==> src/rtl/exu_pkg.sv <==
// Shared EXU definitions: datapath width, mul_div_op bit positions and
// the state encoding of the multi-cycle arithmetic sequencer.
package exu_pkg;

    localparam int DW = 32;

    // Bit positions inside the 10-bit mul_div_op field
    localparam int MD_MUL   = 0;
    localparam int MD_MULH  = 1;
    localparam int MD_MULHU = 2;
    localparam int MD_DIV   = 3;
    localparam int MD_DIVU  = 4;
    localparam int MD_MOD   = 5;
    localparam int MD_MODU  = 6;

    typedef enum logic [2:0] {
        MD_IDLE    = 3'd0,
        MD_MUL_RUN = 3'd1,
        MD_DIV_RUN = 3'd2,
        MD_HOLD    = 3'd3,
        MD_DRAIN   = 3'd4
    } md_state_e;

endpackage

==> src/rtl/muldiv_ctrl.sv <==
// Sequencer for the shared multiplier and iterative divider: launches one
// unit per instruction, holds operands and request until done, captures the
// result and drains stale completions after a flush.
module muldiv_ctrl
    import exu_pkg::*;
(
    input  logic          clk,
    input  logic          rst,
    input  logic          flush,
    input  logic          issue_valid,
    input  logic          issue_new,
    input  logic          excp,
    input  logic [9:0]    op,
    input  logic [DW-1:0] src1,
    input  logic [DW-1:0] src2,
    output logic          mul_req,
    output logic [2:0]    mul_op,
    input  logic          mul_done,
    input  logic [DW-1:0] mul_res,
    output logic          div_req,
    output logic          div_signed,
    input  logic          div_done,
    input  logic [DW-1:0] div_quo,
    input  logic [DW-1:0] div_rem,
    output logic [DW-1:0] opa,
    output logic [DW-1:0] opb,
    output logic          ready_go,
    output logic [DW-1:0] result,
    output logic          busy
);

    md_state_e     state_q, state_d;
    logic [6:0]    op_q, op_d;
    logic [DW-1:0] opa_q, opa_d;
    logic [DW-1:0] opb_q, opb_d;
    logic [DW-1:0] result_q, result_d;
    logic          mul_req_q, mul_req_d;
    logic          div_req_q, div_req_d;
    logic          busy_q, busy_d;

    logic is_mul, is_div, is_md, launch;
    logic run_is_div, run_is_quo;
    logic unused_op;

    // Reserved op bits carry no meaning for this controller
    assign unused_op = ^op[9:7];

    // Decode of the instruction currently held in EXU
    always_comb begin
        is_mul = |op[MD_MULHU:MD_MUL];
        is_div = |op[MD_MODU:MD_DIV];
        is_md  = is_mul | is_div;
        // Launch one cycle after the instruction lands so the op is stable
        launch = issue_valid & is_md & ~excp & ~flush & ~issue_new;
    end

    // Decode of the latched op of the operation in flight
    always_comb begin
        run_is_div = |op_q[MD_MODU:MD_DIV];
        run_is_quo = op_q[MD_DIV] | op_q[MD_DIVU];
    end

    // Next-state and capture logic for the sequencer
    always_comb begin
        state_d  = state_q;
        op_d     = op_q;
        opa_d    = opa_q;
        opb_d    = opb_q;
        result_d = result_q;
        case (state_q)
            MD_IDLE: begin
                if (launch) begin
                    op_d    = op[MD_MODU:MD_MUL];
                    opa_d   = src1;
                    opb_d   = src2;
                    state_d = is_mul ? MD_MUL_RUN : MD_DIV_RUN;
                end
            end
            MD_MUL_RUN: begin
                if (flush && mul_done) begin
                    state_d = MD_IDLE;
                end else if (flush) begin
                    state_d = MD_DRAIN;
                end else if (mul_done) begin
                    result_d = mul_res;
                    state_d  = MD_HOLD;
                end
            end
            MD_DIV_RUN: begin
                if (flush && div_done) begin
                    state_d = MD_IDLE;
                end else if (flush) begin
                    state_d = MD_DRAIN;
                end else if (div_done) begin
                    result_d = run_is_quo ? div_quo : div_rem;
                    state_d  = MD_HOLD;
                end
            end
            MD_HOLD: begin
                // Never relaunch a completed op while MEM stalls
                if (issue_new || flush) begin
                    state_d = MD_IDLE;
                end
            end
            MD_DRAIN: begin
                // Only the unit that was running can retire the drain
                if (run_is_div ? div_done : mul_done) begin
                    state_d = MD_IDLE;
                end
            end
            default: state_d = MD_IDLE;
        endcase
        mul_req_d = (state_d == MD_MUL_RUN);
        div_req_d = (state_d == MD_DIV_RUN);
        busy_d    = (state_d != MD_IDLE);
    end

    // State, operand, result and registered request flops
    always_ff @(posedge clk) begin
        if (rst) begin
            state_q   <= MD_IDLE;
            op_q      <= '0;
            opa_q     <= '0;
            opb_q     <= '0;
            result_q  <= '0;
            mul_req_q <= 1'b0;
            div_req_q <= 1'b0;
            busy_q    <= 1'b0;
        end else begin
            state_q   <= state_d;
            op_q      <= op_d;
            opa_q     <= opa_d;
            opb_q     <= opb_d;
            result_q  <= result_d;
            mul_req_q <= mul_req_d;
            div_req_q <= div_req_d;
            busy_q    <= busy_d;
        end
    end

    // Output drive; ready_go lets non-md or dying instructions pass at once
    always_comb begin
        mul_req    = mul_req_q;
        div_req    = div_req_q;
        mul_op     = op_q[MD_MULHU:MD_MUL];
        div_signed = op_q[MD_DIV] | op_q[MD_MOD];
        opa        = opa_q;
        opb        = opb_q;
        result     = result_q;
        busy       = busy_q;
        ready_go   = flush | excp | ~is_md | (state_q == MD_HOLD);
    end

endmodule

==> config.mk <==
export PLATFORM = sky130hd
export DESIGN_NAME = muldiv_ctrl
export DESIGN_NICKNAME = d
export VERILOG_FILES = /design/src/rtl/exu_pkg.sv /design/src/rtl/muldiv_ctrl.sv
export SDC_FILE = /design/constraint.sdc
export NUM_CORES = 1
export LEC_CHECK = 0
export CAP_MARGIN = 10
export CORE_AREA = 8 8 122 124
export CTS_CLUSTER_SIZE = 12
export DETAILED_ROUTE_END_ITERATION = 7
export DIE_AREA = 0 0 130 132
export HOLD_SLACK_MARGIN = 0.1
export PLACE_DENSITY = 0.78
export SLEW_MARGIN = 15
export SYNTH_ARGS = -nofsm -noshare
export SYNTH_HDL_FRONTEND = slang
export SYNTH_SLANG_ARGS = --single-unit
==> constraint.sdc <==
create_clock -name clk -period 2.1 [get_ports clk]
set_input_delay 0.42 -clock clk [delete_from_list [all_inputs] [get_ports clk]]
set_output_delay 0.42 -clock clk [all_outputs]
set_load 0.005 [all_outputs]
==> results.md, run 1 <==
- Total track usage: 19.6%
- CP Max Fanout: 2
- CTS Buffer Depth: 2
- Switching Power: 0.996 mW
- Nets@finish: 1063
- Initial antenna violation count: 0
- Final Cycle Share: 93.6%
- Buf/Inv on CP: 2
- Most frequent cells in the layout: clkdlybuf4s50_1 (276), nand2_1 (177), dfxtp_1 (109)
- Met2 wire len: 7980 µm
- First-pass GRT wire length: 26900 µm
- Delay-heaviest family, CP: buffers and inverters
- R2R depth: 6
- Layout cells sized above 1: 7.76%
- CP Data Arrival Time: 1.55 ns
- Vias per std cell: 4.82
- Pwr Total: 4.48 mW
- Num Clock Sinks: 109
- Sequential Power Share: 47.4%
- Global placement routability congestion: 0.850
- Min-Delay Path Depth: 2
- Fin. max-slew vios: 0
- Detailed Routing Iterations Pass 1: 4
- Rows: 42
- Final setup violating endpoints: 0
- Tightest Pin Transition: 0.448 ns
- Status: completed
- Post-synthesis cell type count: 35
- Avg Inst Size Synth: 7.61 µm²
- Die area: 17200 µm²
- Largest net degree at the start of global routing: 65
- Via count: 5133
- Post-Route Setup TNS: 0 ns
- Die width: 130 µm
- CTS H-tree lvls: 3
- Post-synthesis sequential area ratio: 47.0%
- #FFs+latches synth: 109
- Root buffer cell: clkbuf_16
- Max-cap violation count: 0
- Max-Slew Margin vs Limit: 70.1%
- Core area: 13000 µm²
- Fmax: 508 MHz
- Final Hold Violating Endpoints: 0
- CP Launch Type: input port
- Post-Synthesis Cells: 610
- Cell Pwr Density: 558 nW/µm²
- Worst hold-check path type: reg2reg
- Clock Skews: 0.0100 ns
- Num ports: 282
- Crit path required time: 1.68 ns
- Cell Int Power: 3.48 mW
- Yosys warnings: 0
- IO Port Bufs: 278
- Critical Path Stages: 5
- Initial Util: 35.8%
- # DRC: 0
- Biggest cell delay along the critical path: 0.43 ns
- Post-Syn Area: 4640 µm²
- Critical path class: in2out
- CTS Buf Count: 9
- Final antenna-violating net count: 0
- Critical-path top delay cell: clkdlybuf4s50_1
- Fin crit period: 1.97 ns
- Clock Power Share: 38.3%
- Sw frac: 22.3%
- Detail Route met3 WL: 2040 µm
- Clk slew on worst S/H paths: 0.07 ns
- RSZ-0062 raised after global routing: false
- Comb power frac: 14.3%
- M1 WL: 6810 µm
- Vias in the first global route: 5188
- Total grt overflow: 0
- Most common cell after layout, fill and taps aside: clkdlybuf4s50_1
- Die Ht: 132 µm
- DR top layer: met4
- Clk_lat worst skew: 0.34 ns
- Final HPWL DP: 13100 µm
- Worst VDD drop: 385 µV
- CP endpoint kind: output port
- Crit path cell chain: clkdlybuf4s50_1 -> nor4_2 -> nand2_1 -> o211ai_1 -> clkbuf_2
- Synthesized Nets: 788
- Leak pwr: 2.87 nW
- WL final: 17200 µm
- Layout Area Growth over Synthesis: 72.6%
- Antenna diodes: 0
- Routed wire per std cell: 16.2 µm
- CTS tree: built
- Starting DRT DRC Count: 277
## final timing paths
path | slack [ns] | to | start
max | 0.13 | ready_go | op[6]
min | 0.45 | opb[16]$_SDFFE_PP0P_ | opb[16]$_SDFFE_PP0P_
max reg2reg | 0.32 | result[24]$_SDFFE_PP0P_ | state_q[0]$_SDFF_PP0_
min reg2reg | 0.45 | opb[16]$_SDFFE_PP0P_ | opb[16]$_SDFFE_PP0P_
## cell families after synthesis
family	count (synthesis)	share of synthesized area (%)
multiplexers	1	0.216
AO/OA/AOI/OAI	178	22.8
flip-flops	109	47.0
buffers and inverters	56	6.90
AND/OR/NAND/NOR	266	23.1
## tightest hold or removal path, stage by stage (launching register included)
cell	delay (ns)
dfxtp_1	0.31
nand2_1	0.05
a21oi_1	0.05
## layer usage
metal  track usage [%]  vias to the layer above
met2              32.1                      209
met5                 0                        -
met4              7.30                        0
li1                  -                     2611
met3              8.82                       22
met1              21.7                     2291
## synth_stat cells, drive strengths merged
master  number  area [µm²]
a211o        2        17.5
a21bo        1        10.0
a21boi       1        7.51
a21oi      104         532
a221oi       1        15.0
a311oi      33         289
a31oi        1        6.26
and2         2        12.5
and3         1        6.26
buf         30         223
clkbuf      25        93.8
dfxtp      109        2180
inv          1        3.75
mux2i        1        10.0
nand2      179         674
nand3        1        5.00
nand3b       2        15.0
nor2        69         259
nor2b        1        6.26
nor3         1        5.00
nor3b        4        30.0
nor4         3        40.0
o211ai       1        7.51
o21ai       32         160
o21bai       1        7.51
o31ai        1        7.51
or2          1        6.26
or3          2        12.5
## repair_timing
item                                    4_1_cts  5_1_grt
hold buffers                                  0        0
buffers inserted                              1        0
pin swaps                                     1        1
gates resized for setup                       1        2
endpoints found under the setup margin        1        1
## per-stage QoR
stage	util (%)	std cells	instance area, µm²	setup WS (ns)	hold slack [ns]
2_1_floorplan	-	610	4640	0.521	0.437
3_3_place_gp	59.4	1049	7710	-0.221	0.440
3_5_place_dp	59.4	1049	7710	-0.261	0.445
4_1_cts	61.8	1065	8020	0.00840	0.456
5_1_grt	61.8	1065	8020	0.0446	0.471
6_report	61.8	1065	8020	0.133	0.453
## flip-flops by register name, indices dropped and copies added, names as in the netlist
name	flops
state_q	3
result	32
opb	32
mul_req	1
div_req	1
opa	32
busy	1
op_q	7
## final cells by class
| class | count | area (µm²) |
|---|---|---|
| clock inverters | 5 | 60.1 |
| multi-input cells | 445 | 2150 |
| fillers | 1166 | 4960 |
| clock buffers | 10 | 239 |
| well taps | 176 | 220 |
| flip-flops and latches | 109 | 2180 |
| inverters | 1 | 3.75 |
| repair buffers | 319 | 3160 |
## power by group through the flow
stage	sequential (mW)	clock (mW)	combinational, mW
2_1_floorplan	2.17	0	0.170
3_3_place_gp	2.17	0	0.637
3_5_place_dp	2.17	0	0.641
4_1_cts	2.12	1.77	0.645
5_1_grt	2.12	1.86	0.693
6_report	2.12	1.72	0.640
No activity file was read; power rests on OpenSTA's default activity.
==> run 2: changes to the inputs <==
- CAP_MARGIN: 10 -> 20
- PLACE_DENSITY: 0.78 -> 0.75
- SLEW_MARGIN: 15 -> default
==> run 2 against run 1 <==
Sequential cell count unchanged. Largest cell class unchanged. Power up 2.1%. Largest power group unchanged. Register-to-register slack about the same. Hold slack worse by 0.0010 ns. Critical path depth unchanged. Highest routed layer unchanged.
==> results.md, run 2 (synthesis gave the netlist of run 1 again) <==
- Fin crit period: 1.94 ns
- Final Cycle Share: 92.5%
- Dpl cell area: 7700 µm²
- R2R depth: 6
- Min-Delay Path Depth: 2
- Clock Power Share: 39.6%
- Post-route cell area: 8030 µm²
- Starting DRT DRC Count: 290
- Max-Slew Margin vs Limit: 68.8%
- Critical path class: in2out
- Largest net degree at the start of global routing: 65
- WL final: 17600 µm
- Final setup violating endpoints: 0
- Initial Util: 35.8%
- Leak pwr: 2.87 nW
- Setup WS pre-CTS: -0.256 ns
- Vias in the first global route: 5096
- Rows: 42
- IO Port Bufs: 278
- Total track usage: 19.9%
- Pwr Total: 4.57 mW
- Fmax: 515 MHz
- CP Launch Type: input port
- Worst setup margin: 0.157 ns
- Via count: 5220
- # DRC: 0
- Routed wire per std cell: 16.6 µm
- Reg2Reg Setup Slack: 0.31 ns
- Detailed Routing Iterations Pass 1: 4
- First-pass GRT wire length: 27000 µm
- Antenna diodes: 0
- CP Data Arrival Time: 1.52 ns
- Layout Area Growth over Synthesis: 72.8%
- Final antenna-violating net count: 0
- Clk_lat worst skew: 0.34 ns
- Core area: 13000 µm²
- Crit path required time: 1.68 ns
- FF-to-FF End: result[12]$_SDFFE_PP0P_
- Initial antenna violation count: 0
- Cell Pwr Density: 570 nW/µm²
- Max-cap violation count: 0
- Root buffer cell: clkbuf_16
- CTS H-tree lvls: 3
- Worst VDD drop: 411 µV
- Sequential Power Share: 46.4%
- Global placement routability congestion: 0.831
- Most common cell after layout, fill and taps aside: clkdlybuf4s50_1
- Inst Count DP: 1045
- Post-layout util: 61.8%
- Status: completed
- Final Hold Violating Endpoints: 0
- Fin. max-slew vios: 0
- CTS Buffer Depth: 2
- CTS tree: built
- Die area: 17200 µm²
- CP Max Fanout: 2
- Die Ht: 132 µm
- Clock Skews: 0.00661 ns
- Worst hold-check path type: reg2reg
- Clk slew on worst S/H paths: 0.07 ns
- Sw frac: 22.0%
- CP endpoint kind: output port
- Comb power frac: 14.0%
- Total grt overflow: 0
- Nets@finish: 1060
- Layout cells sized above 1: 7.34%
- Worst hold slack: 0.452 ns
- Num ports: 282
- Worst R2R Start: state_q[0]$_SDFF_PP0_
- CTS Buf Count: 9
- Die width: 130 µm
- Cell Int Power: 3.57 mW
- Hold Crit Start: opa[11]$_SDFFE_PP0P_
- Final HPWL DP: 13500 µm
- Most frequent cells in the layout: clkdlybuf4s50_1 (276), nand2_1 (177), dfxtp_1 (109)
- Switching Power: 1.01 mW
- RSZ-0062 raised after global routing: false
- Post-Route Setup TNS: 0 ns
- Tightest Pin Transition: 0.469 ns
- Vias per std cell: 4.92
- Num Clock Sinks: 109
- Hold endpoint: opa[11]$_SDFFE_PP0P_
- Post-Layout Cell Count: 1061
run 2: cell types whose count changed in the layout (fill, tap and decap cells not counted), sizes merged:
cell and delta:
buf -3, inv +1, clkbuf -1, clkinv -2, bufinv +1
run 2: repair_timing:
action | 4_1_cts | 5_1_grt
pin swaps | 1 | 1
resized for setup | 1 | 3
hold buffers | 0 | 0
endpoints found under the hold margin | 0 | 0
endpoints found under the setup margin | 1 | 1
buffers inserted | 1 | 1
run 2: worst max-delay path, cell delays in order:
cell and delay (ns):
clkdlybuf4s50_1 0.46, nor4_4 0.30, nand2_1 0.10, o211ai_1 0.10, clkbuf_2 0.14
run 2: how the worst max path moves through the flow:
| stage | start | end | slack [ns] | cells past startpoint |
|---|---|---|---|---|
| 2_1_floorplan | op[6] | op_q[4]$_SDFFE_PP0P_ | 0.52 | 6 |
| 3_3_place_gp | op[6] | ready_go | -0.24 | 5 |
| 3_5_place_dp | op[6] | ready_go | -0.26 | 5 |
| 4_1_cts | op[5] | ready_go | 0.01 | 5 |
| 5_1_grt | op[0] | ready_go | 0.03 | 5 |
| 6_report | op[6] | ready_go | 0.16 | 5 |
run 2: metal layers:
layer / global-route usage (%) / vias to the layer above / routed length (µm)
met2: 32.9 / 224 / 8190
met1: 21.9 / 2370 / 6840
met5: 0 / - / 0
met3: 8.90 / 24 / 2170
li1: - / 2602 / -
met4: 7.49 / 0 / 407
run 2: cell type report:
cell class | count | area [µm²]
fill | 1190 | 4950
timing repair buffer | 316 | 3150
sequential | 109 | 2180
multi-input combinational | 445 | 2160
clock buffer | 9 | 225
tap | 176 | 220
clock inverter | 5 | 85.1
inverter | 1 | 3.75
run 2: power groups by stage:
stage                     Sequential [mW]  Clock, mW  Combinational, mW
after floorplan                      2.17          0              0.170
after global placement               2.17          0              0.635
after detailed placement             2.17          0              0.638
after CTS                            2.12       1.86              0.643
after global routing                 2.12       1.95              0.690
final                                2.12       1.81              0.639
==> run 3: changes to the inputs <==
--- a/config.mk
+++ b/config.mk
@@ -8,8 +8,8 @@
 export CAP_MARGIN = 20
-export CORE_AREA = 8 8 122 124
+export CORE_AREA = 8 8 117 119
 export CTS_CLUSTER_SIZE = 12
 export DETAILED_ROUTE_END_ITERATION = 7
-export DIE_AREA = 0 0 130 132
+export DIE_AREA = 0 0 125 127
 export HOLD_SLACK_MARGIN = 0.1
-export PLACE_DENSITY = 0.75
+export PLACE_DENSITY = 0.81
 export SYNTH_ARGS = -nofsm -noshare
==> constraint.sdc (replaced) <==
create_clock -name clk -period 2.4 [get_ports clk]
set_input_delay 0.24 -clock clk [delete_from_list [all_inputs] [get_ports clk]]
set_output_delay 0.24 -clock clk [all_outputs]
set_load 0.005 [all_outputs]
==> run 3 against run 2 <==
Die area down 7.5%. Worst setup slack gained 0.23 ns. Non-clock buffer count fell by 26. Critical path type unchanged.
==> results.md, run 3 (synthesis gave the netlist of run 1 again) <==
- Most common cell after layout, fill and taps aside: clkdlybuf4s50_1
- Vias per std cell: 5.19
- Initial antenna violation count: 0
- Most frequent cells in the layout: clkdlybuf4s50_1 (277), nand2_1 (177), dfxtp_1 (109)
- Crit path required time: 2.16 ns
- Final HPWL DP: 13200 µm
- R2R depth: 6
- CTS Buffer Depth: 2
- Final antenna-violating net count: 0
- Rows: 40
- IO Port Bufs: 278
- CP Launch Type: input port
- # DRC: 0
- CP endpoint kind: output port
- Layout Area Growth over Synthesis: 66.4%
- CP Data Arrival Time: 1.77 ns
- Worst hold-check path type: in2reg
- Max-cap violation count: 0
- WL final: 17400 µm
- Fmax: 498 MHz
- Final setup violating endpoints: 0
- Fin crit period: 2.01 ns
- Min-Delay Path Depth: 2
- Starting DRT DRC Count: 266
- Routed wire per std cell: 17.3 µm
- Clock Skews: 0.0144 ns
- Post-Route Setup TNS: 0 ns
- Post-cts repair resize count: 0
- Total track usage: 20.7%
- CP Max Fanout: 2
- Antenna diodes: 0
- CTS Buf Count: 9
- Total grt overflow: 0
- Clk_lat worst skew: 0.34 ns
- Layout cells sized above 1: 4.65%
- Die area: 15900 µm²
- Post-layout util: 65.4%
- RSZ-0062 raised after global routing: false
- Tightest Pin Transition: 0.562 ns
- Global placement routability congestion: 0.877
- Num ports: 282
- Detailed Routing Iterations Pass 1: 5
- CTS H-tree lvls: 3
- Vias in the first global route: 5293
- Largest net degree at the start of global routing: 67
- Worst hold slack: 0.339 ns
- Nets@finish: 1034
- Cell Pwr Density: 492 nW/µm²
- CTS tree: built
- First-pass GRT wire length: 27100 µm
- Core area: 11800 µm²
- Post-CTS Hold Buffers: 0
- Status: completed
- Setup Buffers After CTS: 0
- Critical path class: in2out
- Clk slew on worst S/H paths: 0.08 ns
- Leak pwr: 2.72 nW
- Root buffer cell: clkbuf_16
- Worst VDD drop: 484 µV
- Die width: 125 µm
- Max-Slew Margin vs Limit: 62.5%
- Initial Util: 39.3%
- Final Cycle Share: 83.7%
- Die Ht: 127 µm
- Fin. max-slew vios: 0
- Pwr Total: 3.80 mW
- Num Clock Sinks: 109
- Final Hold Violating Endpoints: 0
- Via count: 5233
[run 3: report_power, final]
| group | total (mW) | internal (mW) | leakage (nW) | switching [mW] |
|---|---|---|---|---|
| combinational | 0.538 | 0.351 | 1.70 | 0.186 |
| clock | 1.41 | 0.741 | 0.143 | 0.669 |
| sequential | 1.86 | 1.84 | 0.881 | 0.0176 |
[run 3: through the flow]
step	instances	setup slack (ns)	area [µm²]
global placement	992	0.370	7440
CTS	1008	0.377	7730
floorplan	610	0.872	4640
finish	1008	0.390	7730
detailed placement	992	0.265	7440
global route	1008	0.270	7730
[run 3: worst max-delay path, stage by stage]
cell             delay, ns
clkdlybuf4s50_1       0.43
nor4_2                0.32
nand2_1               0.14
o211ai_1              0.11
clkdlybuf4s50_1       0.53
[run 3: metal layers]
layer	track usage, %	wire (µm)	up-vias
met5	0	0	-
met4	9.31	560	0
met3	9.32	2120	39
met2	35.3	8200	268
met1	21.9	6520	2377
li1	-	-	2549
[run 3: worst paths after layout]
check / startpoint / slack (ns) / end
max: op[6] / 0.39 / ready_go
min reg2reg: opb[30]$_SDFFE_PP0P_ / 0.46 / opb[30]$_SDFFE_PP0P_
max reg2reg: state_q[2]$_SDFF_PP0_ / 0.53 / opa[10]$_SDFFE_PP0P_
min: rst / 0.34 / result[0]$_SDFFE_PP0P_
[run 3: cell type report]
cell class              count  area (µm²)
inverters                   1        3.75
clock buffers              10         239
fillers                   948        4080
flip-flops and latches    109        2180
well taps                 147         184
repair buffers            290        2920
clock inverters             6        45.0
multi-input cells         445        2150
